[config.mk]
export PLATFORM = sky130hd
export DESIGN_NAME = xor_descrambler_32
export DESIGN_NICKNAME = d
export VERILOG_FILES = /design/src/rtl/xor_descrambler_32.sv
export SDC_FILE = /design/constraint.sdc
export NUM_CORES = 1
export LEC_CHECK = 0
export ABC_AREA = 1
export CORE_AREA = 2 2 127 80
export DETAILED_ROUTE_END_ITERATION = 7
export DIE_AREA = 0 0 129 82
export GPL_ROUTABILITY_DRIVEN = 0
export GPL_TIMING_DRIVEN = 0
export PLACE_DENSITY = 0.81
export SYNTH_ARGS = -nofsm -noshare
export SYNTH_HDL_FRONTEND = slang
export SYNTH_SLANG_ARGS = --single-unit
[constraint.sdc]
create_clock -name clk -period 1.18 [get_ports clk]
set_input_delay 0.236 -clock clk [delete_from_list [all_inputs] [get_ports clk]]
set_output_delay 0.236 -clock clk [all_outputs]
set_load 0.01 [all_outputs]
[src/rtl/xor_descrambler_32.sv]
// rtl/xor_descrambler_32.sv - additive LFSR descrambler, one word per cycle, 1-cycle latency
// Optional out_parity port enabled by macro XOR_DESCR_PARITY_EN.
module xor_descrambler_32 #(
  parameter int               WIDTH = 32,
  parameter logic [0:WIDTH-1] POLY  = 32'h04C11DB7,
  parameter logic [0:WIDTH-1] SEED  = 32'h00000001
) (
  input  logic             clk,
  input  logic             reset,
  input  logic             seed_load,
  input  logic [0:WIDTH-1] seed_value,
  input  logic             in_valid,
  output logic             in_ready,
  input  logic [0:WIDTH-1] in_data,
  output logic             out_valid,
  input  logic             out_ready,
  output logic [0:WIDTH-1] out_data,
`ifdef XOR_DESCR_PARITY_EN
  output logic             out_parity,
`endif
  output logic [15:0]      word_count,
  output logic             locked
);

  typedef enum logic {
    S_UNSYNC = 1'b0,
    S_RUN    = 1'b1
  } state_t;

  state_t           r_state;
  state_t           w_state_next;
  logic [0:WIDTH-1] r_lfsr;
  logic [0:WIDTH-1] w_lfsr_step;
  logic [0:WIDTH-1] w_plain;
  logic [0:WIDTH-1] r_out_data;
  logic             r_out_valid;
  logic [15:0]      r_word_count;
  logic             w_accept;

  always_ff @(posedge clk) begin
    if (reset) begin
      r_state <= S_UNSYNC;
    end else begin
      r_state <= w_state_next;
    end
  end

  // RUN is absorbing; only reset leaves it.
  always_comb begin
    w_state_next = r_state;
    case (r_state)
      S_UNSYNC: if (seed_load) w_state_next = S_RUN;
      S_RUN:    w_state_next = S_RUN;
      default:  w_state_next = S_UNSYNC;
    endcase
  end

  assign in_ready    = (r_state == S_RUN) && !seed_load && (!r_out_valid || out_ready);
  assign w_accept    = in_valid && in_ready;
  assign w_plain     = in_data ^ r_lfsr;
  // Galois step: index 0 is the MSB, so shifting toward index 0 is a left shift.
  assign w_lfsr_step = {r_lfsr[1:WIDTH-1], 1'b0} ^ (r_lfsr[0] ? POLY : '0);

  always_ff @(posedge clk) begin
    if (reset) begin
      r_lfsr       <= SEED;
      r_word_count <= 16'd0;
    end else if (seed_load) begin
      r_lfsr       <= (seed_value == '0) ? SEED : seed_value;
      r_word_count <= 16'd0;
    end else if (w_accept) begin
      r_lfsr       <= w_lfsr_step;
      r_word_count <= r_word_count + 16'd1;
    end
  end

  always_ff @(posedge clk) begin
    if (reset) begin
      r_out_valid <= 1'b0;
      r_out_data  <= '0;
    end else if (w_accept) begin
      r_out_valid <= 1'b1;
      r_out_data  <= w_plain;
    end else if (r_out_valid && out_ready) begin
      r_out_valid <= 1'b0;
    end
  end

`ifdef XOR_DESCR_PARITY_EN
  logic r_out_parity;

  always_ff @(posedge clk) begin
    if (reset) begin
      r_out_parity <= 1'b0;
    end else if (w_accept) begin
      r_out_parity <= ^w_plain;
    end
  end

  assign out_parity = r_out_parity;
`endif

  assign out_valid  = r_out_valid;
  assign out_data   = r_out_data;
  assign word_count = r_word_count;
  assign locked     = (r_state == S_RUN);

endmodule

# == Yosys cells after proc, flatten, opt, wreduce, memory -nomap -nowiden ==
# Cells that the tools add are included.
# classes
add_sub_neg,1
n_mul,0
div,0
order_cmp,0
eq_ne,0
n_shift,0
muxes,8
bitwise_logic,3
reduce_logical,11
# ops
cell,n
32-bit 2-to-1 mux,3
32-bit logical NOT,1
32-bit by 27-bit bitwise XOR with 32-bit output,1
32-bit bitwise XOR,1
27-bit 2-to-1 mux,1
16-bit by 1-bit adder with 16-bit output (second input constant),1
1-bit logical AND,4
2-bit nonzero test,2
1-bit 2-to-1 mux,3
1-bit logical NOT,2
1-bit case mux with 2 select lines,1
2-bit OR reduction,1
1-bit logical OR,1
1-bit inverter,1
# totals
reg_bits,82
latchBits,0
ramBits,0
romBits,0
inputBits,69
output_inout_bits,51
wordCells,28
n_memories,0

# == Longest topological paths before layout ==
# logic_depth
word_depth,6
depth_mapped,9
ltp_nobuf,9

# == Worst setup path before layout ==
# OpenSTA, ideal clock, no wires.
# synth_path
kind,reg-to-reg
from,"register r_word_count[1], in the netlist word_count[1]"
to,"register r_word_count[6], in the netlist word_count[6]"
setup_ns,0.120
arrival_time_ns,1.221
required_time_ns,1.060
path_slack_ns,-0.161
path_stages_with_launch,8
path_buffers,0
period_less_slack_ns,1.341
path_cell_list,dfxtp_1 ha_1 inv_1 nor2_1 nand2_1 nor2_8 xor2_1 nor2_1
# synth_via
elab_chain_len,1
# synth_rtl
item,line_no,source
from (decl),37,logic [15:0] r_word_count;
from (signal assigned),73,r_word_count <= r_word_count + 16'd1;
16-bit by 1-bit adder with 16-bit output,73,
# No other way between the ends.
# A chain may end at the register's enable or synchronous reset.

# == Final worst setup path ==
# layout_path
from,"register r_state, in the netlist locked"
to,register r_out_data (netlist bit out_data[8])
# layout_via
elab_chain_len,3
# layout_rtl
item,line_no,source
from (decl),30,state_t r_state;
from (signal assigned),44,r_state <= w_state_next;
1-bit logical AND (2 in a row),58,assign in_ready = (r_state == S_RUN) && !seed_load && (!r_out_valid || out_ready);
1-bit logical AND,59,assign w_accept = in_valid && in_ready;
to (signal assigned),83,r_out_data <= w_plain;
to (decl),35,logic [0:WIDTH-1] r_out_data;
# No other way between the ends.

==> metrics.cfg <==
[setup_path]
max_stage_delay_ns = 0.33
cpMaxStageDelayCell = dfxtp_2
cp_cell_sequence = inv_2, nor2_4, nand3_4, buf_12, buf_12, inv_16, buf_8, buf_8, o21ai_2, a21oi_1
cp-end-kind = register
arrival_ns = 1.75
startpoint_type = register
crit_type = reg2reg
required_ns = 1.46
cp_max_fo = 8

[placement]
dp.cells = 755
pre_cts_ws_ns = -0.660
port_buffers = 118
dp_hpwl_mm = 8.71

[global_routing]
grt_max_degree = 14
grt_pass1_wl_mm = 23.8
grt_use_total = 0.298
grt.met1_usage = 0.372
met3_usage = 0.0769
overflow = 0
grt_pass1_vias = 4544
antenna_found_initial = 0
gr-usage-met2 = 0.483
grt.busiest_layer = met2

[cells_and_area]
syn_to_final_growth_pct = 75.9
fillers = 616
postLayoutCoreUtil = 0.715
stdcell_count = 815
nets = 745
diodes = 0
layout-drive-gt1-share = 0.451

[synthesis]
ys_seq_area_frac = 0.425
synthDistinctLibCells = 24
synth_nets = 572
synth_seq_cells = 82
synth_top_area_cell = dfxtp_1
yosysMostFrequentCell = dfxtp_1
syn_area_per_cell_um2 = 7.69
synthFlopType = dfxtp_1
ys_warn_count = 0
synth_common_cells = 82 x dfxtp_1, 78 x o21ai_0, 76 x a21oi_1
ys_async_sr_fraction = 0
syn-instance-count = 502
yosysTopAreaCellShare = 0.425
synth_edf_count = 0
syn_area_um2 = 3860
yosys-top-cells-area = dfxtp_1 43%, o21ai_0 10%, a21oi_1 9.9%

[floorplanning]
core_um2 = 9490
pin_count = 120
rows = 28
dieHeight_um = 82
die_x_um = 129
dieArea_um2 = 10600
start_util = 0.406

[timing]
finalHoldViolCount = 0
fmax_ghz = 0.678
setup_tns_ns = -17.77
fin_skew_ns = 0.00954
maxSlewViolCount = 0
whs_ns = 0.270
fin_ws_ns = -0.294
rsz0062_at_grt = yes
relSlewSlack = 0.615
setup_violations = 84
finalCriticalPeriod_ns = 1.47
worstMarginPinSlew_ns = 0.578
post-route-period-util = 1.25

[route]
drc_errors = 0
wl_per_cell_um = 20.4
ant_nets = 0
wl_mm = 16.7
drtIter0Drc = 441
drt_pass1_iterations = 6
via_count = 4632
via_per_inst = 5.68

[run]
drv_cap = 0

[clocking]
hold_buffers = 0
clock_latency_ns = 0.35
numClockSinks = 82
cts_tree = built
cts_root_buffer = clkbuf_16
clk_path_buf_depth = 2
ctsHtreeMaxLevel = 3
clk_pin_slew_ns = 0.06
cts_buffers = 9

[status]
violations = setup timing
status = finished, violations left

[hold_path]
hold_class = in2reg

[power]
p_leak_nw = 2.64
p_per_area_nw_per_um2 = 1120
vdd_drop_max_v = 0.000786

logic make-up (layout without fill, tap and decap cells):
kind of cell / after synthesis / count (layout) / synth area share
and+or+nand+nor: 157 / 157 / 0.183
adders and majority gates: 1 / 1 / 0.00324
DFF: 82 / 82 / 0.425
buffers and inverters: 55 / 233 / 0.0629
AOI/OAI and AO/OA: 154 / 154 / 0.200
muxes: 18 / 18 / 0.0467
xor gates and xnor gates: 35 / 35 / 0.0794
flip-flops by register name (all words and copies together), names as in the netlist:
signal,cells
r_lfsr,32
out_data,32
out_valid,1
locked,1
word_count,16
final timing paths:
path,start,to,slack (ns),cells after the start
worst max-delay path,locked,out_data[8],-0.29,10
worst min register to register,locked,locked,0.49,2
worst max register to register,locked,out_data[8],-0.29,10
worst min-delay path,seed_load,word_count[4],0.27,4
through the flow:
step / area (µm²) / power (mW)
CTS: 6690 / 7.41
finish: 6790 / 7.61
detailed placement: 5240 / 4.13
global route: 6790 / 7.82
floorplan: 3890 / 3.60
global placement: 5240 / 4.09
cells in the final DEF (no fill, tap or decap), types with 20 or more instances in the layout:
master	n
nor2_1	44
xnor2_1	33
clkbuf_2	20
inv_1	24
clkdlybuf4s50_1	67
nand2_1	62
a21oi_1	27
o21ai_2	47
buf_6	20
a21oi_2	47
dfxtp_1	53
dfxtp_2	24
repair_timing:
item / CTS / global route
gates resized for setup: 366 / 149
pin swaps: 23 / 24
buffers inserted: 28 / 18
endpoints found under the setup margin: 132 / 123
cloned: 14 / 0
worst max-delay path: cells and delay by family (launching register included):
kind            cells  cell delay (ns)
compound gates      2             0.18
buf+inv             6             0.66
flops               1             0.33
simple gates        2             0.23
cell type report:
type	count	area (µm²)	area share
Buffer	22	239	0.0352
Timing Repair Buffer	167	1720	0.253
Sequential cell	82	1690	0.249
Clock buffer	12	256	0.0378
Inverter	28	126	0.0186
Tap cell	135	169	0.0249
Clock inverter	4	48.8	0.00719
Multi-Input combinational cell	365	2540	0.374
per-layer routing:
metal | vias up | wire, µm
met3 | 69 | 1880
met5 | - | 0
met4 | 0 | 636
li1 | 2027 | -
met1 | 2196 | 6440
met2 | 340 | 7700
power breakdown:
group | leakage (nW) | total, mW | internal (mW) | switching (mW)
clock network | 0.153 | 2.94 | 1.76 | 1.18
registers | 0.687 | 3.08 | 2.91 | 0.172
logic | 1.80 | 1.59 | 0.806 | 0.786
Power figures use the tool's default switching activity.
